## src/rtl/echo_distance_filter.sv

```systemverilog
// echo_distance_filter: captures echo width, divides to cm, optional 4-sample average (ECHO_AVG_EN), presence and fault flags
module echo_distance_filter #(
  parameter int CNT_W          = 20,
  parameter int DIST_W         = 10,
  parameter int TICKS_PER_CM   = 58,
  parameter int MAX_COUNT      = 23200,
  parameter int NEAR_CM        = 20,
  parameter int FAR_CM         = 30,
  parameter int TIMEOUT_CYCLES = 1500000
) (
  input  logic              clk,
  input  logic              reset,
  input  logic              echo,
  input  logic [CNT_W-1:0]  count_in,
  output logic [DIST_W-1:0] dist_cm,
  output logic              dist_valid,
  output logic              near,
  output logic              out_of_range,
  output logic              no_echo
);
  localparam int BW = $clog2(CNT_W);
  localparam int TW = $clog2(TIMEOUT_CYCLES + 1);
  localparam logic [CNT_W-1:0]  DIV_V  = CNT_W'(TICKS_PER_CM);
  localparam logic [CNT_W-1:0]  MAX_V  = CNT_W'(MAX_COUNT);
  localparam logic [DIST_W-1:0] NEAR_V = DIST_W'(NEAR_CM);
  localparam logic [DIST_W-1:0] FAR_V  = DIST_W'(FAR_CM);
  localparam logic [TW-1:0]     TO_V   = TW'(TIMEOUT_CYCLES);
  localparam logic [BW-1:0]     LAST_V = BW'(CNT_W - 1);

  typedef enum logic [1:0] {IDLE, HIGH, DIV, UPD} state_t;

  state_t            state_q, state_d;
  logic [2:0]        sync_q;
  logic [CNT_W-1:0]  hold_q, hold_d, rem_q, rem_d, diff;
  logic [CNT_W:0]    trial;
  logic [BW-1:0]     bit_q, bit_d;
  logic [TW-1:0]     timer_q, timer_d;
  logic [DIST_W-1:0] dist_q, dist_d, quot, avg;
  logic              valid_q, valid_d, near_q, near_d, oor_q, oor_d, noe_q, noe_d;
  logic              rise, fall, timeout, ge;

  assign rise    = sync_q[1] & ~sync_q[2];
  assign fall    = ~sync_q[1] & sync_q[2];
  assign timeout = timer_q == TO_V;
  assign trial   = {rem_q, hold_q[CNT_W-1]};
  assign ge      = trial >= {1'b0, DIV_V};
  assign diff    = trial[CNT_W-1:0] - DIV_V;
  assign quot    = |hold_q[CNT_W-1:DIST_W] ? '1 : hold_q[DIST_W-1:0];

`ifdef ECHO_AVG_EN
  logic [DIST_W-1:0] win_q [4];
  logic [DIST_W-1:0] win_d [4];
  logic [1:0]        ptr_q;
  logic              primed_q;
  logic [DIST_W+1:0] sum;

  // first sample fills the whole window, later ones overwrite the oldest slot
  always_comb begin
    for (int i = 0; i < 4; i++) win_d[i] = primed_q ? win_q[i] : quot;
    if (primed_q) win_d[ptr_q] = quot;
    sum = {2'b0, win_d[0]} + {2'b0, win_d[1]} + {2'b0, win_d[2]} + {2'b0, win_d[3]};
  end

  assign avg = DIST_W'(sum >> 2);

  // window storage commits only on the update cycle
  always_ff @(posedge clk) begin
    if (reset) begin
      win_q    <= '{default: '0};
      ptr_q    <= '0;
      primed_q <= 1'b0;
    end else if (state_q == UPD) begin
      win_q    <= win_d;
      ptr_q    <= ptr_q + 2'd1;
      primed_q <= 1'b1;
    end
  end
`else
  assign avg = quot;
`endif

  // capture, restoring division (hold_q doubles as dividend and quotient), update, timeout
  always_comb begin
    state_d = state_q;
    hold_d  = hold_q;
    rem_d   = rem_q;
    bit_d   = bit_q;
    timer_d = fall ? '0 : timeout ? timer_q : timer_q + 1'b1;
    dist_d  = dist_q;
    valid_d = 1'b0;
    near_d  = near_q;
    oor_d   = oor_q;
    noe_d   = noe_q | timeout;
    case (state_q)
      IDLE: state_d = rise ? HIGH : IDLE;
      HIGH: begin
        if (timeout) state_d = IDLE;
        else if (fall) begin
          oor_d   = oor_q | hold_q == '0 | hold_q >= MAX_V;
          state_d = (hold_q == '0 || hold_q >= MAX_V) ? IDLE : DIV;
          rem_d   = '0;
          bit_d   = '0;
        end else hold_d = count_in;
      end
      DIV: begin
        rem_d   = ge ? diff : trial[CNT_W-1:0];
        hold_d  = {hold_q[CNT_W-2:0], ge};
        bit_d   = bit_q + 1'b1;
        state_d = bit_q == LAST_V ? UPD : DIV;
      end
      UPD: begin
        oor_d   = 1'b0;
        noe_d   = 1'b0;
        valid_d = 1'b1;
        dist_d  = avg;
        near_d  = avg < NEAR_V ? 1'b1 : avg > FAR_V ? 1'b0 : near_q;
        state_d = IDLE;
      end
      default: state_d = IDLE;
    endcase
  end

  // state registers and echo synchronizer (sync_q[1] is echo_s, sync_q[2] its previous value)
  always_ff @(posedge clk) begin
    if (reset) begin
      state_q <= IDLE;
      sync_q  <= '0;
      hold_q  <= '0;
      rem_q   <= '0;
      bit_q   <= '0;
      timer_q <= '0;
      dist_q  <= '0;
      valid_q <= 1'b0;
      near_q  <= 1'b0;
      oor_q   <= 1'b0;
      noe_q   <= 1'b0;
    end else begin
      state_q <= state_d;
      sync_q  <= {sync_q[1:0], echo};
      hold_q  <= hold_d;
      rem_q   <= rem_d;
      bit_q   <= bit_d;
      timer_q <= timer_d;
      dist_q  <= dist_d;
      valid_q <= valid_d;
      near_q  <= near_d;
      oor_q   <= oor_d;
      noe_q   <= noe_d;
    end
  end

  assign dist_cm      = dist_q;
  assign dist_valid   = valid_q;
  assign near         = near_q;
  assign out_of_range = oor_q;
  assign no_echo      = noe_q;
endmodule

```

## config.mk

```make
export PLATFORM = sky130hd
export DESIGN_NAME = echo_distance_filter
export DESIGN_NICKNAME = d
export VERILOG_FILES = /design/src/rtl/echo_distance_filter.sv
export SDC_FILE = /design/constraint.sdc
export NUM_CORES = 1
export LEC_CHECK = 0
export ABC_AREA = 1
export BUFFER_PORTS_ARGS = -buffer_cell sky130_fd_sc_hd__buf_2
export CORE_MARGIN = 5
export CORE_UTILIZATION = 41
export DETAILED_ROUTE_END_ITERATION = 10
export PLACE_DENSITY = 0.61
export RECOVER_POWER = 25
export SKIP_LAST_GASP = 1
export SLEW_MARGIN = 5
export SYNTH_ARGS = -nofsm -noshare
export SYNTH_HDL_FRONTEND = slang
export SYNTH_SLANG_ARGS = --single-unit
```

## constraint.sdc

```tcl
create_clock -name clk -period 2 [get_ports clk]
set_clock_uncertainty 0.15 [all_clocks]
set_input_delay 0 -clock clk [delete_from_list [all_inputs] [get_ports clk]]
set_output_delay 0 -clock clk [all_outputs]
set_load 0.05 [all_outputs]
```

==> summary.txt <==
Route
  • Number of routed nets with antenna violations: 0
  • Drt first-iter violations: about 330
  • Routed WL: around 11 mm
  • Pre-antenna DRT Iters: 5
  • Via density: 5.008
  • # DRC: 0
  • DR WL/cell: around 12 um
  • Via count: around 4400

Pwr
  • Static leakage: between 2 and 2.5 nW
  • P per Cell Area: 705.6 mW/mm2
  • Worst VDD drop: approximately 0.52 mV
  • Overall power: roughly 0.004 W

Flow run
  • Max-Cap Viols: 0

Logic synthesis
  • Area share of fa/ha/maj cells after synthesis: 0.01063
  • Post-Syn Instances: between 600 and 700
  • Yosys top cell by area: dfxtp_1
  • Syn Nets: 707
  • Post-Syn Area: 0.004707 mm2
  • Post-synth top cells: 169 x nand2_1, 85 x dfxtp_1, 67 x inv_1, 61 x nand3_1, 53 x a21oi_1
  • Sequential share of the synthesized area: 0.3615
  • Main flop type after synthesis: dfxtp_1
  • Most common cell in the netlist: nand2_1
  • Top post-synthesis cells by area: dfxtp_1 36%, nand2_1 13%, nand3_1 6.5%
  • Synth async-reset ratio: 0
  • Synth unique cells: 44
  • YS warnings: 0
  • Syn Area/Cell: 6.922 um2
  • Post-synthesis mux area share: 0
  • Simple-gate share of the synthesized area: 0.3934
  • Post-synth top area share: 0.3615
  • #FFs+latches synth: 85
  • Synth Area in Compound Gates: 0.1212
  • EDFF count, synth: 0
  • Main combinational cell family by area after synthesis: simple AND/OR/NAND/NOR gates
  • Synth Area in XOR/XNOR: 0.01861

Layout
  • Diodes inserted: 0
  • Area Overhead vs Synth: 19.11%
  • Layout net count: ~770
  • Multi-input gate area: approximately 0.0026 mm2
  • Fin util: 0.4952
  • Share of cells above drive strength 1: 0.1723
  • # fillers: around 1100
  • Flip-flop and latch area: approximately 0.0017 mm2

Timing
  • Crit share post-route: 0.9349
  • Relative slew slack: 0.5309
  • Final Max Tran Viols: 0
  • Final hold vios: 0
  • Fin Hold WS: 247.5 ps
  • Final setup violation count: 0
  • Fmax: between 500 and 600 MHz
  • Final min period: approximately 1900 ps
  • Setup TNS: 0 ps
  • Worst slew pin tran: roughly 700 ps
  • Unrepaired setup endpoints after global routing: no

Die
  • CORE AREA: around 0.011 mm2
  • Die Wd: 117.1 um
  • Core Rows: 39
  • I/O pins: 37
  • Chip Height: 117.1 um
  • Starting Density: 0.4158
  • DIE AREA: 0.01372 mm2

GRT
  • Global route overflow: 0
  • Vias in the first global route: ~4100
  • Initial antenna violation count: 0
  • Largest net degree at the start of global routing: 45
  • Overall global routing resource usage: 0.1675
  • First-pass GRT wire length: between 15 and 20 mm

Clock network
  • CTS root buf: clkbuf_16
  • Clk Latency, worst-skew pair: around 340 ps
  • CTS buffer count: 9
  • Htree depth: 3
  • CTS tree: built
  • Clock slew at reported path FFs: roughly 60 ps
  • Clk buf depth: 2
  • Clk sinks: 85

Setup path
  • WP data required: 2060 ps
  • Setup crit start kind: flop
  • Critical path class: reg2reg
  • CP endpoint kind: flop
  • Critical path peak fanout: 12
  • CP Data Arrival Time: 1930 ps

Place
  • Port Buf Inserts: 36
  • Gpl congestion: about 0.84
  • Post-DP HPWL: around 7.5 mm

Min path
  • Worst Hold Class: in2reg

Status
  • Status: finished, final reports clean
[cell type report]
cell class              count  area share
flip-flops and latches     85      0.3035
clock buffers               9     0.04017
inverters                  79     0.05289
multi-input cells         493      0.4595
repair buffers             70     0.09016
well taps                 143     0.03191
clock inverters             7     0.02187
[critical path, cell delays in order, from the launching register on]
cell and delay, ps:
dfxtp_1 340, inv_1 90, ha_2 200, nor2_2 50, nand2_2 100, nand2_2 100, nor2_4 200, nand3_4 160
buf_12 190, nand3_1 80, a21oi_1 70
[final timing paths]
check / start / to / slack [ps] / cells past startpoint
setup / recovery: rem_q[0] / rem_q[10] / 130 / 10
hold / removal: echo / sync_q[0] / 250 / 4
setup reg to reg: rem_q[0] / rem_q[10] / 130 / 10
hold reg to reg: sync_q[1] / sync_q[2] / 280 / 2
[through the flow]
stage / cell area, um2 / std cells / setup WS, ps
6_report: 5607 / 886 / 130.2
2_1_floorplan: 4707 / 680 / 301.2
3_5_place_dp: 4990 / 844 / -4.060
3_3_place_gp: 4990 / 844 / 51.66
4_1_cts: 5567 / 882 / 9.718
5_1_grt: 5607 / 886 / 5.007
[cells in the final DEF, fill, tap and decap left out, drive strengths merged, types with 2 or more instances in the layout]
master / Yosys / final
clkinvlp: 0 / 2
xnor2: 2 / 2
inv: 77 / 78
nor3: 8 / 8
nand4: 19 / 19
xor2: 8 / 8
buf: 10 / 32
a211oi: 2 / 2
nor2: 72 / 72
o21ai: 38 / 38
ha: 4 / 4
a21oi: 60 / 60
nand3: 82 / 82
dlygate4sd3: 0 / 22
nand2: 180 / 180
clkinv: 2 / 3
or2: 8 / 8
clkbuf: 13 / 25
bufinv: 0 / 3
dfxtp: 85 / 85
[cell families after synthesis]
| kind of cell | after synthesis |
|---|---|
| adders and majority gates | 4 |
| and+or+nand+nor | 374 |
| DFF | 85 |
| xor gates and xnor gates | 10 |
| buffers and inverters | 102 |
| AOI/OAI and AO/OA | 105 |
[registers in the layout (all words and copies together), names as in the netlist, 3 cells and up, named ones only]
| register | flops |
|---|---|
| timer_q | 21 |
| dist_cm | 10 |
| rem_q | 20 |
| sync_q | 3 |
| hold_q | 20 |
| bit_q | 5 |
[report_power, final]
group | internal, W | leakage [nW] | switching, W | total (W)
sequential | 0.00172 | 0.687 | 0.0000286 | 0.00175
clock | 0.00123 | 0.162 | 0.000716 | 0.00194
combinational | 0.000110 | 1.39 | 0.000156 | 0.000266
total | 0.00306 | 2.24 | 0.000900 | 0.00396
[what timing repair did]
item | 4_1_cts | 5_1_grt
pin swaps | 0 | 4
setup buffers | 0 | 4
endpoints found under the hold margin | 28 | 0
gates resized for setup | 1 | 5
setup endpoints to repair | 1 | 39
hold buffers | 22 | 0
[metal layers]
layer | global-route usage | vias up | wire length [um]
met5 | 0 | - | 0
met2 | 0.2700 | 69 | 5065
met1 | 0.2177 | 2028 | 5205
met4 | 0.04511 | 0 | 129
li1 | - | 2329 | -
met3 | 0.05141 | 11 | 433
Note: power is estimated with default switching activity, not from simulation.
